**src/rtl/branch_predictor_pkg.sv**
```systemverilog
// Shared definitions for the branch predictor: 2-bit counter encodings,
// the counter reset value, and small helpers used across the slice.
package branch_predictor_pkg;

  typedef enum logic [1:0] {
    CNT_SNT = 2'b00,  // strongly not-taken
    CNT_WNT = 2'b01,  // weakly not-taken
    CNT_WT  = 2'b10,  // weakly taken
    CNT_ST  = 2'b11   // strongly taken
  } bp_cnt_e;

  localparam logic [1:0]  CNT_RESET = CNT_WNT;
  localparam logic [31:0] COUNT_MAX = 32'hFFFF_FFFF;

  // Increment a 32-bit event counter, holding at all-ones.
  function automatic logic [31:0] sat_inc32(input logic [31:0] val);
    return (val == COUNT_MAX) ? val : (val + 32'd1);
  endfunction

endpackage

```
**src/rtl/branch_predictor_if.sv**
```systemverilog
// Prediction/update bus of the branch predictor. The master side is the
// pipeline (fetch + resolution); the slave side is the predictor itself.
interface branch_predictor_if #(parameter int IDX_W = 6);

  logic [31:0]      pred_pc;
  logic             pred_taken;
  logic [IDX_W-1:0] pred_idx;
  logic             upd_valid;
  logic [IDX_W-1:0] upd_idx;
  logic             upd_taken;
  logic             upd_pred;
  logic             mispredict;
  logic [31:0]      br_count;
  logic [31:0]      mp_count;

  modport master (
    output pred_pc, upd_valid, upd_idx, upd_taken, upd_pred,
    input  pred_taken, pred_idx, mispredict, br_count, mp_count
  );

  modport slave (
    input  pred_pc, upd_valid, upd_idx, upd_taken, upd_pred,
    output pred_taken, pred_idx, mispredict, br_count, mp_count
  );

endinterface

```
**src/rtl/branch_predictor_sat_counter2.sv**
```systemverilog
// Next-state logic of one 2-bit saturating counter: count up on taken,
// down on not-taken, holding at the strong ends.
module bp_sat_counter2
  import branch_predictor_pkg::*;
(
  input  logic [1:0] cnt,
  input  logic       taken,
  output logic [1:0] next
);

  // Saturating step toward the observed outcome.
  always_comb begin
    next = cnt;
    case (cnt)
      CNT_SNT: next = taken ? CNT_WNT : CNT_SNT;
      CNT_WNT: next = taken ? CNT_WT  : CNT_SNT;
      CNT_WT:  next = taken ? CNT_ST  : CNT_WNT;
      CNT_ST:  next = taken ? CNT_ST  : CNT_WT;
      default: next = CNT_RESET;
    endcase
  end

endmodule

```
**src/rtl/branch_predictor.sv**
```systemverilog
// Bimodal branch predictor: table of 2-bit saturating counters indexed by
// PC[IDX_W+1:2], read combinationally at fetch and updated at resolution.
// Optional macro BP_GSHARE_EN XORs the index with a non-speculative
// global history register updated only by resolved branches.
module branch_predictor
  import branch_predictor_pkg::*;
#(
  parameter int BHT_ENTRIES = 64
) (
  input logic               clk,
  input logic               rst,
  branch_predictor_if.slave bus
);

  localparam int IDX_W = $clog2(BHT_ENTRIES);

  logic [1:0]       bht_q [BHT_ENTRIES];
  logic [IDX_W-1:0] pred_idx_s;
  logic [1:0]       upd_cnt_s;
  logic [1:0]       upd_next_s;
  logic             mismatch_s;
  logic             mispredict_q, mispredict_d;
  logic [31:0]      br_count_q, br_count_d;
  logic [31:0]      mp_count_q, mp_count_d;
  logic             pc_unused_s;

  // PC bits outside the index field do not participate in prediction.
  assign pc_unused_s = ^{bus.pred_pc[31:IDX_W+2], bus.pred_pc[1:0]};

`ifdef BP_GSHARE_EN
  logic [IDX_W-1:0] ghr_q, ghr_d;

  // Fetch index hashes the PC with resolved-branch history.
  always_comb begin
    pred_idx_s = bus.pred_pc[IDX_W+1:2] ^ ghr_q;
  end

  // History shifts in each resolved outcome; otherwise it holds.
  always_comb begin
    if (bus.upd_valid) begin
      ghr_d = {ghr_q[IDX_W-2:0], bus.upd_taken};
    end else begin
      ghr_d = ghr_q;
    end
  end

  // History register, cleared on reset.
  always_ff @(posedge clk) begin
    if (rst) begin
      ghr_q <= '0;
    end else begin
      ghr_q <= ghr_d;
    end
  end
`else
  // Fetch index is taken straight from the word-aligned PC.
  always_comb begin
    pred_idx_s = bus.pred_pc[IDX_W+1:2];
  end
`endif

  // Prediction reads the stored counter; an update in the same cycle is not
  // forwarded, so a matching index sees the pre-update value.
  assign bus.pred_idx   = pred_idx_s;
  assign bus.pred_taken = bht_q[pred_idx_s][1];

  assign upd_cnt_s = bht_q[bus.upd_idx];

  bp_sat_counter2 u_sat (
    .cnt   (upd_cnt_s),
    .taken (bus.upd_taken),
    .next  (upd_next_s)
  );

  // Statistics and mispredict flag next-state; outcome bits are don't-care
  // unless an update is present.
  always_comb begin
    mismatch_s   = bus.upd_valid & (bus.upd_taken != bus.upd_pred);
    mispredict_d = mismatch_s;
    if (bus.upd_valid) begin
      br_count_d = sat_inc32(br_count_q);
    end else begin
      br_count_d = br_count_q;
    end
    if (mismatch_s) begin
      mp_count_d = sat_inc32(mp_count_q);
    end else begin
      mp_count_d = mp_count_q;
    end
  end

  // Counter table: single write port; reset wins over a concurrent update.
  always_ff @(posedge clk) begin
    if (rst) begin
      for (int i = 0; i < BHT_ENTRIES; i++) begin
        bht_q[i] <= CNT_RESET;
      end
    end else if (bus.upd_valid) begin
      bht_q[bus.upd_idx] <= upd_next_s;
    end
  end

  // Registered mispredict flag and event counters.
  always_ff @(posedge clk) begin
    if (rst) begin
      mispredict_q <= 1'b0;
      br_count_q   <= 32'd0;
      mp_count_q   <= 32'd0;
    end else begin
      mispredict_q <= mispredict_d;
      br_count_q   <= br_count_d;
      mp_count_q   <= mp_count_d;
    end
  end

  assign bus.mispredict = mispredict_q;
  assign bus.br_count   = br_count_q;
  assign bus.mp_count   = mp_count_q;

endmodule

```
**src/flat_wrapper.sv**
```systemverilog
// flat-port wrapper written by rule: the top's interface ports become plain ports
module branch_predictor_flat import branch_predictor_pkg::*;
#(
  parameter int BHT_ENTRIES = 64
)
  (clk, rst, bus_pred_pc, bus_upd_valid, bus_upd_idx, bus_upd_taken, bus_upd_pred, bus_pred_taken, bus_pred_idx, bus_mispredict, bus_br_count, bus_mp_count);
  branch_predictor_if bus_i ();
  input logic clk;
  input logic rst;
  input wire logic [$bits(bus_i.pred_pc)-1:0] bus_pred_pc;
  input wire logic [$bits(bus_i.upd_valid)-1:0] bus_upd_valid;
  input wire logic [$bits(bus_i.upd_idx)-1:0] bus_upd_idx;
  input wire logic [$bits(bus_i.upd_taken)-1:0] bus_upd_taken;
  input wire logic [$bits(bus_i.upd_pred)-1:0] bus_upd_pred;
  output wire logic [$bits(bus_i.pred_taken)-1:0] bus_pred_taken;
  output wire logic [$bits(bus_i.pred_idx)-1:0] bus_pred_idx;
  output wire logic [$bits(bus_i.mispredict)-1:0] bus_mispredict;
  output wire logic [$bits(bus_i.br_count)-1:0] bus_br_count;
  output wire logic [$bits(bus_i.mp_count)-1:0] bus_mp_count;
  assign bus_i.pred_pc = bus_pred_pc;
  assign bus_i.upd_valid = bus_upd_valid;
  assign bus_i.upd_idx = bus_upd_idx;
  assign bus_i.upd_taken = bus_upd_taken;
  assign bus_i.upd_pred = bus_upd_pred;
  assign bus_pred_taken = bus_i.pred_taken;
  assign bus_pred_idx = bus_i.pred_idx;
  assign bus_mispredict = bus_i.mispredict;
  assign bus_br_count = bus_i.br_count;
  assign bus_mp_count = bus_i.mp_count;
  branch_predictor #(.BHT_ENTRIES(BHT_ENTRIES)) u_core (.clk(clk), .rst(rst), .bus(bus_i));
endmodule
```
**config.mk**
```make
export PLATFORM = sky130hd
export DESIGN_NAME = branch_predictor_flat
export DESIGN_NICKNAME = d
export VERILOG_FILES = /design/src/rtl/branch_predictor_pkg.sv /design/src/rtl/branch_predictor_if.sv /design/src/rtl/branch_predictor_sat_counter2.sv /design/src/rtl/branch_predictor.sv /design/src/flat_wrapper.sv
export SDC_FILE = /design/constraint.sdc
export NUM_CORES = 1
export LEC_CHECK = 0
export CAP_MARGIN = 40
export CORE_ASPECT_RATIO = 2
export CORE_MARGIN = 10
export CORE_UTILIZATION = 50
export CTS_BUF_LIST = sky130_fd_sc_hd__clkbuf_2
export DETAILED_ROUTE_END_ITERATION = 8
export GPL_ROUTABILITY_DRIVEN = 0
export PLACE_DENSITY = 0.78
export SETUP_SLACK_MARGIN = 0.2
export SKIP_LAST_GASP = 1
export SYNTH_ARGS = -nofsm -noshare
export SYNTH_HDL_FRONTEND = slang
export SYNTH_SLANG_ARGS = --single-unit
```
**constraint.sdc**
```tcl
create_clock -name clk -period 18.2 [get_ports clk]
set_input_delay 5.46 -clock clk [delete_from_list [all_inputs] [get_ports clk]]
set_output_delay 5.46 -clock clk [all_outputs]
set_load 0.03 [all_outputs]
```
Word level (Yosys, flattened, before mapping)
Memories as Yosys holds them, arrays and structs flattened. Cells that the tools add are included.

Add/subtract/negate cells: 2. Bitwise gates (word level): 3. Reductions and logical operators: 4. Eq/ne operators: 6. Mux-type cells: 13.

Operator list (count): adder 32 x 1 -> 32 bit (second input constant) (2); equality test 32 bit (second input constant) (2); 2-to-1 mux 1 bit (8); case mux 2 bit (4 select lines) (1); 2-to-1 mux 2 bit (3); 2-to-1 mux 6 bit (1); equality test 2 bit (second input constant) (2); AND reduction 2 bit (2); equality test 2 x 1 -> 1 bit (second input constant) (1); logical NOT 2 bit (1); inverter 1 bit (2); OR reduction 2 bit (1); bitwise AND 1 bit (1); != test 1 bit (1).

Memories kept: 1. Bits in writable memories: 128. Flip-flop bits (word level): 65. Output and inout bits: 72. Bits of input ports: 43. Logic and storage cells: 32.

Memory list: u_core.bht_q (words 64, width 2, rd ports 2, clocked after memory_dff 0, write ports 64, line branch_predictor.sv:17) `logic [1:0] bht_q [BHT_ENTRIES];`.

Logic depth before layout (Yosys ltp)
Gate-level depths: netlist of run 1.

Depth after elaboration: 5. Gate-level depth with buffers: 13. Gate-level depth less buffers: 7.

By module
From an unflattened synthesis of run 1, not the netlist that was laid out.

Cells, all modules: 966. Area, all modules: 10213.5 µm².

By module, submodules not included: branch_predictor (cells each 963, instances 1, sequential area each 5144.9 µm², area each 10187.3 µm²); bp_sat_counter2 (cells each 3, instances 1, sequential area each 0.0 µm², area each 26.3 µm²).

Worst setup path before layout of run 1
Ideal clock, no wire load.

Path kind: in2out. Start: in bus_pred_pc[2]. End: out bus_pred_taken. Arrival: 7.977 ns. Stages: 5. Path slack: 4.763 ns. Path buffers: 2. Data required time: 12.740 ns. Cell sequence: clkbuf_1 buf_1 mux4_2 mux4_2 mux4_2.

Word-level cells in the longest chain between the ends: 1.

Ends and longest elaborated chain: start: declaration (line flat_wrapper.sv:10) `input wire logic [$bits(bus_i.pred_pc)-1:0] bus_pred_pc;`; memory read (64 x 2 bit); end: declaration (line flat_wrapper.sv:15) `output wire logic [$bits(bus_i.pred_taken)-1:0] bus_pred_taken;`.

Every way passes these cells.

Worst setup path after layout of run 1
Start: in bus_pred_pc[3]. End: out bus_pred_taken.

The elaborated chain is that of the path after synthesis.

==> flow_summary.json, run 1 <==
{
  "status": "finished with violations",
  "violations": "DRC",
  "cpMostUsedCell": "mux4_2",
  "ant_nets": 0,
  "rsz0062_at_grt": "no",
  "criticalPathCategory": "input port to output port",
  "routed_wl_mm": 28.1,
  "worstSetupEndpointType": "output port",
  "grt_usage_pct": 21.5,
  "fp.dieW_um": 120,
  "dr.pass1.iters": 7,
  "detailed_place_hpwl_mm": 19.9,
  "synthTopCellsByArea": "edfxtp_1 38%, dfxtp_1 13%, mux4_2 7.2%, nor2_1 4.3%, nand2_1 4.0%",
  "netlist_instances": 972,
  "grt_pass1_wl_mm": 43.9,
  "power_uw": 798,
  "crit_fanout": 17,
  "dp_cells": 1251,
  "layout-drive-gt1-share_pct": 9.90,
  "synth_edf_count": 128,
  "synth_top_area_share_pct": 38.4,
  "cts_setup_buffers": 0,
  "synth_top_area_cell": "edfxtp_1",
  "syn-cell-area_um2": 10000,
  "synth_area_per_cell_um2": 10.3,
  "grt_overflow": 0,
  "path_buf_inv": 2,
  "drtIter0Drc": 611,
  "yosysMostFrequentCell": "edfxtp_1",
  "post_cts_resized": 0,
  "worstPathRequired_ns": 12.74,
  "numCtsBuffers": 17,
  "cap_violations": 0,
  "drc_errors": 1,
  "ys_ff_latch": 193,
  "cp_top_family": "buffers and inverters",
  "cts_htree_levels": 4,
  "cts_root_buf": "clkbuf_2",
  "cts_buffer_depth": 2,
  "vias": 8027,
  "cp_slowest_cell": "clkdlybuf4s50_1",
  "viasPerCell": 6.26,
  "dieArea_um2": 26400,
  "cts_hold_buffers": 0,
  "cp.arrival_ns": 8.60,
  "cp-start-kind": "input port",
  "ys_seq_area_share_pct": 51.4,
  "die_h_um": 220,
  "fin_worst_skew_ns": 0.0441,
  "finalInstanceArea_um2": 11100,
  "dp_slack_ns": 4.13,
  "io_pins": 115,
  "clock_latency_ns": 0.82,
  "timing.final.ws_setup_ns": 4.14,
  "ys.flop_type": "edfxtp_1",
  "num_rows": 73,
  "grt_max_degree": 69,
  "cts_tree": "yes",
  "power.density_nw_per_um2": 71.7,
  "setup_tns_ns": 0,
  "max_stage_delay_ns": 1.09,
  "hold_viol_final": 0,
  "yosysWarningCount": 0,
  "hold_ws_ns": 0.520,
  "tightest_slew_ns": 0.947,
  "syn-num-nets": 1017,
  "setup_viol": 0,
  "io_buffers": 88,
  "synth_cell_types": 57,
  "utilization_pct": 56.1,
  "finalCritPeriodShare_pct": 77.2,
  "fmax_ghz": 0.0711,
  "hold_class": "flop to flop",
  "instances_no_fill": 1283,
  "ys_top_cells_by_count": "128 x edfxtp_1, 115 x nor2_1, 107 x nand2_1",
  "fin_crit_ns": 14.06,
  "nNetsFinal": 1053,
  "slew_headroom_pct": 36.6,
  "start_util_pct": 50.5,
  "placed_area_um2": 10900,
  "drv_slew": 0,
  "vdd_drop_max_uv": 43.2,
  "core_um2": 19800,
  "async_flop_share_pct": 0,
  "path_cells": "clkdlybuf4s50_1, mux4_2, mux4_2, mux4_2, clkdlybuf4s50_1",
  "cts.sinks": 193,
  "syn_to_final_growth_pct": 11.2,
  "clk_transition_reported_paths_ns": 0.26,
  "grt_pass1_vias": 8031,
  "fillers": 1719,
  "wl_per_cell_um": 21.9,
  "antenna_found_initial": 1,
  "p_leak_nw": 3.43
}
[where the power goes]
part	switching [mW]	internal, mW	total, mW
registers	0.00576	0.475	0.480
clock network	0.156	0.0664	0.223
logic	0.0653	0.0300	0.0953
[worst register-to-register path: stages (launching register included)]
cell and delay, ns:
edfxtp_1 0.48, mux2_2 0.28, a221oi_1 0.26, o221ai_1 0.20, a211o_1 0.33, nor4_1 0.39, maj3_2 0.63, buf_4 0.50
nand4_1 0.18
[path summary, 6_finish.rpt]
check	start	to	slack [ns]	depth (start not counted)
max	bus_pred_pc[3]	bus_pred_taken	4.14	5
min	u_core.bus.br_count[19]	u_core.bus.br_count[19]	0.52	2
max reg2reg	u_core.bht_q[15][1]	u_core.bht_q[61][0]	14.71	8
min reg2reg	u_core.bus.br_count[19]	u_core.bus.br_count[19]	0.52	2
[cell usage in the layout (no fill, tap or decap), types with 13 or more instances in the layout]
master	count
dfxtp_1	65
buf_4	17
nor2_1	115
xnor2_1	16
nor3_1	54
clkdlybuf4s50_1	85
a21oi_1	18
edfxtp_1	128
nand3_1	66
or3_1	16
clkbuf_2	18
o21ai_0	61
mux4_2	32
nand4_1	25
xor2_1	35
and3_1	13
nand2_1	107
[metal layers]
metal,global-route usage (%),routed length (um),vias up
li1,-,-,3646
met1,21.1,9210,3912
met2,40.9,15700,385
met3,4.23,1810,84
met4,11.9,1370,0
met5,0,0,-
[area by class of cell]
class | count | area, um^2 | share of cell area (%)
Clock inverter | 13 | 154 | 1.38
Antenna cell | 1 | 2.50 | 0.0225
Timing Repair Buffer | 106 | 998 | 8.97
Tap cell | 262 | 328 | 2.95
Multi-Input combinational cell | 681 | 4380 | 39.3
Inverter | 9 | 33.8 | 0.304
Sequential cell | 193 | 5140 | 46.2
Clock buffer | 18 | 90.1 | 0.810
[flip-flops by register name (all words and copies together), names as in the netlist]
| name | flops |
|---|---|
| u_core.bht_q | 128 |
| u_core.bus.br_count | 32 |
| u_core.bus.mispredict | 1 |
| u_core.bus.mp_count | 32 |
[cell families after synthesis]
family | Yosys count | share of synthesized area, %
AND/OR/NAND/NOR | 446 | 21.4
multiplexers | 53 | 9.41
buffers and inverters | 98 | 4.88
AO/OA/AOI/OAI | 127 | 7.96
XOR/XNOR | 51 | 4.46
flip-flops | 193 | 51.4
adder cells (fa/ha/maj) | 4 | 0.463
Power figures use the tool's default switching activity.
==> run 2, diff against run 1 <==
==> constraint.sdc (replaced) <==
create_clock -name clk -period 14.05 [get_ports clk]
set_input_delay 4.215 -clock clk [delete_from_list [all_inputs] [get_ports clk]]
set_output_delay 4.215 -clock clk [all_outputs]
set_load 0.03 [all_outputs]
==> flow_summary.json, run 2 (synthesis results as in run 1) <==
{
  "status": "finished clean",
  "tightest_slew_ns": 0.927,
  "routed_wl_mm": 28.6,
  "hold_viol_final": 0,
  "dp_slack_ns": 2.44,
  "crit_fanout": 12,
  "hold_class": "flop to flop",
  "cts_hold_buffers": 0,
  "drv_slew": 0,
  "grt_max_degree": 69,
  "syn_to_final_growth_pct": 11.3,
  "worstSetupEndpointType": "output port",
  "num_rows": 73,
  "cts_buffer_depth": 2,
  "hold_end": "u_core.bus.br_count[19]",
  "final_common_cell": "edfxtp_1",
  "reg2reg_from": "u_core.bht_q[15][1]",
  "utilization_pct": 56.2,
  "largest_reg_flops": 128,
  "cp-start-kind": "input port",
  "criticalPathCategory": "input port to output port",
  "vdd_drop_max_uv": 107,
  "post_cts_resized": 0,
  "comb_power_share_pct": 12.1,
  "fmax_ghz": 0.0863,
  "clock_power_share_pct": 27.6,
  "wl_per_cell_um": 22.3,
  "fillers": 1770,
  "multi_input_area_um2": 4380,
  "setup_tns_ns": 0,
  "detailed_place_hpwl_mm": 20.6,
  "drc_errors": 0,
  "dp_cells": 1250,
  "r2r_end": "u_core.bht_q[30][1]",
  "fin_worst_skew_ns": 0.0422,
  "core_um2": 19800,
  "reg2regPathDepth": 8,
  "placed_area_um2": 10900,
  "most-common-layout-cells": "128 x edfxtp_1, 115 x nor2_1, 107 x nand2_1",
  "finalInstanceArea_um2": 11100,
  "fin_crit_ns": 11.58,
  "numCtsBuffers": 17,
  "swShare_pct": 28.3,
  "cts_root_buf": "clkbuf_2",
  "path_cells": "clkdlybuf4s50_1, buf_4, mux4_2, mux4_2, mux4_2, clkdlybuf4s50_1",
  "instances_no_fill": 1283,
  "nNetsFinal": 1052,
  "vias": 8140,
  "antenna_found_initial": 1,
  "grt_usage_pct": 21.7,
  "top_register": "u_core.bht_q",
  "timing.final.ws_setup_ns": 2.47,
  "hold_ws_ns": 0.523,
  "p_seq_share_pct": 60.3,
  "ant_nets": 0,
  "grt_pass1_vias": 8072,
  "layout-drive-gt1-share_pct": 9.90,
  "viasPerCell": 6.34,
  "finalCritPeriodShare_pct": 82.4,
  "grt_overflow": 0,
  "setup_viol": 0,
  "cp.arrival_ns": 7.37,
  "start_util_pct": 50.5,
  "cpMostUsedCell": "mux4_2",
  "cp_slowest_cell": "clkdlybuf4s50_1",
  "rsz0062_at_grt": "no",
  "p_int_uw": 740,
  "r2r_setup_slack_ns": 10.56,
  "cts_htree_levels": 4,
  "dr.pass1.iters": 5,
  "grt_pass1_wl_mm": 43.8,
  "dieArea_um2": 26400,
  "power.density_nw_per_um2": 92.6,
  "max_stage_delay_ns": 0.66,
  "min_path_cells": 2,
  "clk_transition_reported_paths_ns": 0.26,
  "slew_headroom_pct": 38.0,
  "clock_latency_ns": 0.82,
  "cts_setup_buffers": 0,
  "cts.sinks": 193,
  "worstPathRequired_ns": 9.84,
  "p_leak_nw": 3.44,
  "cap_violations": 0,
  "power_mw": 1.03,
  "regArea_um2": 5140,
  "p_switching_uw": 292,
  "io_buffers": 88,
  "fp.dieW_um": 120,
  "hold_start": "u_core.bus.br_count[19]",
  "drtIter0Drc": 586,
  "cts_tree": "yes",
  "die_h_um": 220,
  "io_pins": 115
}
==> run 2: how the worst max path moves through the flow <==
| stage | start | to | slack (ns) | cells past startpoint |
|---|---|---|---|---|
| after floorplan | bus_pred_pc[2] | bus_pred_taken | 3.10 | 5 |
| after global placement | bus_pred_pc[2] | bus_pred_taken | 2.47 | 6 |
| after detailed placement | bus_pred_pc[2] | bus_pred_taken | 2.44 | 6 |
| after CTS | bus_pred_pc[2] | bus_pred_taken | 2.44 | 6 |
| after global routing | bus_pred_pc[2] | bus_pred_taken | 2.37 | 6 |
| final | bus_pred_pc[2] | bus_pred_taken | 2.47 | 6 |
==> run 2: power by group through the flow <==
stage	Combinational (mW)	Sequential, mW	Clock [mW]
6_report	0.125	0.622	0.285
5_1_grt	0.133	0.623	0.313
4_1_cts	0.123	0.622	0.293
3_5_place_dp	0.123	0.634	0
3_3_place_gp	0.120	0.633	0
2_1_floorplan	0.0914	0.632	0
==> run 2: cell type report <==
type | instances | area share, %
clock buffers | 18 | 0.809
clock inverters | 14 | 1.37
inverters | 9 | 0.303
diodes | 1 | 0.0225
repair buffers | 105 | 9.08
well taps | 262 | 2.94
flip-flops and latches | 193 | 46.2
multi-input cells | 681 | 39.3
==> run 2: worst max-delay path, delay by kind of cell <==
family   cells  cell delay (ns)
buf+inv      3             1.61
mux          3             1.52
==> run 2: routing by layer <==
layer	vias up	GRT usage, %	wire length, um	part of all wire, %
li1	3653	-	-	-
met1	3948	20.2	9210	32
met2	427	40.2	15700	55
met3	112	4.97	1910	6.7
met4	0	15.6	1820	6.4
met5	-	0	0	0
==> RTL change 1 (config.mk and constraints of run 1) <==
Add a define of `BP_GSHARE_EN`.
--- a/src/rtl/branch_predictor.sv
+++ b/src/rtl/branch_predictor.sv
@@ -4,2 +4,4 @@
 // global history register updated only by resolved branches.
+`define BP_GSHARE_EN
+
 module branch_predictor
Check against the original RTL: not equivalent (a bounded check fails within 4 cycles, from zero or initial values and one cycle with rst high).
==> RTL change 1 against run 1 <==
Setup slack got worse by 0.093 ns; via count rose by 6.8%; die area rose by 5.5%; fmax fell by 0.65%; non-clock buffer count rose by 6; clock skew rose by 0.0029 ns; largest power group unchanged; design area rose by 8.3%; sequential cell count rose by 6; first-iteration DRC count rose by 56%; routed wire length rose by 7.7%; area after synthesis rose by 6.3%; power rose by 7.3%; sequential power rose by 3%; synthesized cell count rose by 2.7%.
==> RTL change 1: results (changes against run 1) <==
| Metric | Value |
|---|---|
| Largest delay contributor family on the critical path | `multiplexers` |
| Seq area share | `43.7% (-2.5 points)` |
| Mapped Nets | `1043 (+2.6%)` |
| Placed cells | `1301 (+4.0%)` |
| Tightest Pin Transition | `0.968 ns (+0.0211 ns)` |
| Dpl ws | `4.08 ns (-0.0542 ns)` |
| CP max stage delay | `0.64 ns (-0.45 ns)` |
| Via density | `6.43 (+2.7%)` |
| Status | `finished, final reports clean` |
| CP Launch Point | `bus_pred_pc[2]` |
| GRT Overall Usage | `21.5% (about the same)` |
| Nets | `1096 (+4.1%)` |
| Per-instance average area after synthesis | `10.7 um^2 (+3.5%)` |
| Maximum VDD drop | `0.0466 mV (+7.9%)` |
| Reg2Reg Capture Point | `u_core.bht_q[46][1]` |
| DRC viols | `0 (-1)` |
| Buffering overhead | `8.99% (+0.022 points)` |
| Clk cell area share | `2.19% (about the same)` |
| Largest net degree at the start of global routing | `65 (-5.8%)` |
| Met2 wire length | `16.0 mm (+2.3%)` |
| Multi-input gate share of the layout cell area | `41.9% (+2.6 points)` |
| Sequential share of the synthesized area | `49.5% (-1.9 points)` |
| Vias in the first global route | `8500 (+5.8%)` |
| Multi-input combinational cell area | `5050 um^2 (+15%)` |
| Non-clk bufs | `112 (+5.7%)` |
| Global-route met3 utilization | `4.09% (-0.14 points)` |
| Clk_lat worst skew | `0.90 ns (+0.08 ns)` |
| GRT met1 Usage | `21.1% (about the same)` |
| Post-DP HPWL | `21.2 mm (+6.4%)` |
| Wl on met1 | `9.77 mm (+6.1%)` |
-- RTL change 1: cell count changes in the layout (fill, tap and decap cells not counted), sizes merged, moves of 22 or more --
cell / run 1 / this run
o21bai: 0 / 34
o211ai: 0 / 22
nand2: 107 / 68
nor3: 54 / 16
nand2b: 2 / 25
a21oi: 18 / 44
nand3: 66 / 32
o21ai: 61 / 39
-- RTL change 1: cells by family after synthesis --
kind of cell    Yosys count  synth area share, %
mux                      63                 10.1
flops                   199                 49.5
simple gates            354                 16.9
buf+inv                  91                 3.75
fa+ha+maj                 2                0.235
compound gates          232                 14.8
xor+xnor                 57                 4.69
-- RTL change 1: where the power goes --
| part | leakage, nW | switching (mW) | total [mW] | internal, mW |
|---|---|---|---|---|
| combinational | 2.10 | 0.0838 | 0.126 | 0.0425 |
| sequential | 1.72 | 0.00624 | 0.494 | 0.488 |
| clock | 0.156 | 0.158 | 0.236 | 0.0778 |
==> RTL change 2 (config.mk and constraints of run 1) <==
Without the edit above. Put a register stage on the output `bus.pred_taken`. The value now appears one clock later.
--- a/src/rtl/branch_predictor.sv
+++ b/src/rtl/branch_predictor.sv
@@ -64,3 +64,5 @@
   assign bus.pred_idx   = pred_idx_s;
-  assign bus.pred_taken = bht_q[pred_idx_s][1];
+  always_ff @(posedge clk) begin
+    bus.pred_taken <= bht_q[pred_idx_s][1];
+  end
 
Formal check against the unedited RTL: not equivalent (Yosys sat finds a counterexample within 4 cycles, from zero or initial values and one cycle with rst high).
==> RTL change 2 against run 1 <==
Area after synthesis grew 0.20%; power shrank 4.5%; die area grew 0.17%; synthesized cell count grew 0.10%; sequential share of layout area grew 0.26 points; routed wire length is essentially flat; count of clock-buffer cells in the layout grew 4; setup slack gained 1.5 ns; combinational power grew 1%; via count shrank 0.32%; largest cell class unchanged; sequential cell count grew 1; design area shrank 0.17%.
==> RTL change 2: results (changes against run 1) <==
| Metric | Value |
|---|---|
| Post-CTS Resized | `0 (unchanged)` |
| Max frequency | `79.5 MHz (+12%)` |
| Fillers | `1737 (+1.0%)` |
| Clock Tree Buf Depth | `2 (unchanged)` |
| R2r setup slk | `14.59 ns (-0.12 ns)` |
| WL per Instance | `21.8 um (-0.24%)` |
| Core Rows | `73 (unchanged)` |
| Critical Path Fanout Max | `11 (-6)` |
| Tightest Pin Transition | `0.903 ns (-0.0448 ns)` |
| Clock Root Buffer | `clkbuf_2` |
| Final Non-Filler Cells | `1287 (+0.31%)` |
| Critical Path End | `bus_pred_idx[1]` |
| PortBufs | `88 (unchanged)` |
| DR vias | `8001 (-0.32%)` |
| Synth unique cells | `57 (unchanged)` |
| LEAKAGE | `3.42 nW (-0.22%)` |
| Area contributors post-synth | `edfxtp_1 38%, dfxtp_1 13%, mux4_2 7.2%, nor2_1 4.3%, nand2_1 4.0%` |
| Reg2Reg Capture Point | `u_core.bht_q[1][0]` |
| Power Density | `68.6 nW/um^2 (-4.3%)` |
| Clk network pwr share | `24.1% (-3.8 points)` |
| Met2 wire length | `15.0 mm (-4.3%)` |
| Worst-path clk slew | `0.24 ns (-0.02 ns)` |
| Nets | `1056 (+0.28%)` |
| Synth Instances | `973 (+0.10%)` |
| Mapped Nets | `1018 (+0.098%)` |
| Post-DP HPWL | `19.8 mm (-0.51%)` |
| Wl on met1 | `9.34 mm (+1.4%)` |
| Vias in the first global route | `7938 (-1.2%)` |
| Synthesis Warnings | `0 (unchanged)` |
| Worst hold path class | `flip-flop to flip-flop` |
| RR Startpoint | `u_core.bht_q[13][1]` |
| Sequential share of the synthesized area | `51.5% (+0.097 points)` |
| Global-route wire length before repair | `43.5 mm (-0.94%)` |
| Synth top cells by count | `128 x edfxtp_1, 115 x nor2_1, 107 x nand2_1, 66 x dfxtp_1, 66 x nand3_1` |
| Dpl cell area | `10900 um^2 (+0.37%)` |
| Total CTS buffers | `17 (unchanged)` |
| Wire length on met3 | `1.86 mm (+3.2%)` |
| Status | `finished, final reports clean` |
| Initial DRC count | `653 (+6.9%)` |
| Internal | `0.544 mW (-4.7%)` |
| CP max stage delay | `0.74 ns (-0.35 ns)` |
| Router iterations before antenna repair | `5 (-2)` |
| Maximum VDD drop | `0.0420 mV (-2.7%)` |
| GRT Overall Usage | `21.3% (-0.26 points)` |
| Clk_skew | `0.0381 ns (-0.00603 ns)` |
| Critical Path AT | `7.12 ns (-1.48 ns)` |
| CP Launch Point | `bus_pred_pc[3]` |
| Dpl ws | `5.63 ns (+1.50 ns)` |
| Layout cells sized above 1 | `10.2% (+0.25 points)` |
| Asr flop ratio synth | `0% (unchanged)` |
## RTL change 2: cell types whose count changed after synthesis, sizes merged
cell,run 1,this run
dfxtp,65,66
## RTL change 2: layer usage
layer  vias up  track usage [%]
li1       3640                -
met1      3819             20.8
met2       427             38.7
met3       115             4.52
met4         0             15.4
met5         -                0
## RTL change 2: worst min-delay path by stage
| stage | slack (ns) | from | endpoint | cells past startpoint |
|---|---|---|---|---|
| after CTS | 0.54 | u_core.bus.mp_count[9] | u_core.bus.mp_count[9] | 2 |
| after floorplan | 0.62 | u_core.bus.br_count[19] | u_core.bus.br_count[19] | 2 |
| after detailed placement | 0.51 | u_core.bus.mp_count[9] | u_core.bus.mp_count[9] | 2 |
| after global routing | 0.58 | u_core.bus.br_count[19] | u_core.bus.br_count[19] | 2 |
| final | 0.53 | u_core.bus.mp_count[9] | u_core.bus.mp_count[9] | 2 |
| after global placement | 0.50 | u_core.bus.br_count[19] | u_core.bus.br_count[19] | 2 |
## RTL change 2: final cells by class
type	count	area, um^2	share of cell area (%)
Antenna cell	1	2.50	0.0225
Inverter	9	33.8	0.304
Multi-Input combinational cell	681	4380	39.4
Sequential cell	194	5160	46.5
Clock buffer	22	110	0.991
Clock inverter	10	63.8	0.574
Tap cell	262	328	2.95
Timing Repair Buffer	108	1030	9.27
## RTL change 2: through the flow
stage               utilization (%)  hold WS [ns]
finish                         56.1         0.532
floorplan                         -         0.621
detailed placement             55.1         0.506
global route                   56.1         0.578
CTS                            56.0         0.537
global placement               55.0         0.497
## RTL change 2: logic make-up after synthesis
logic type      share of synthesized area (%)
compound gates                           7.95
xor+xnor                                 4.45
fa+ha+maj                               0.462
buf+inv                                  4.87
flops                                    51.5
mux                                      9.39
simple gates                             21.4
## RTL change 2: critical path: cells and delay by family
family	cells	cell delay [ns]
buf+inv	3	1.66
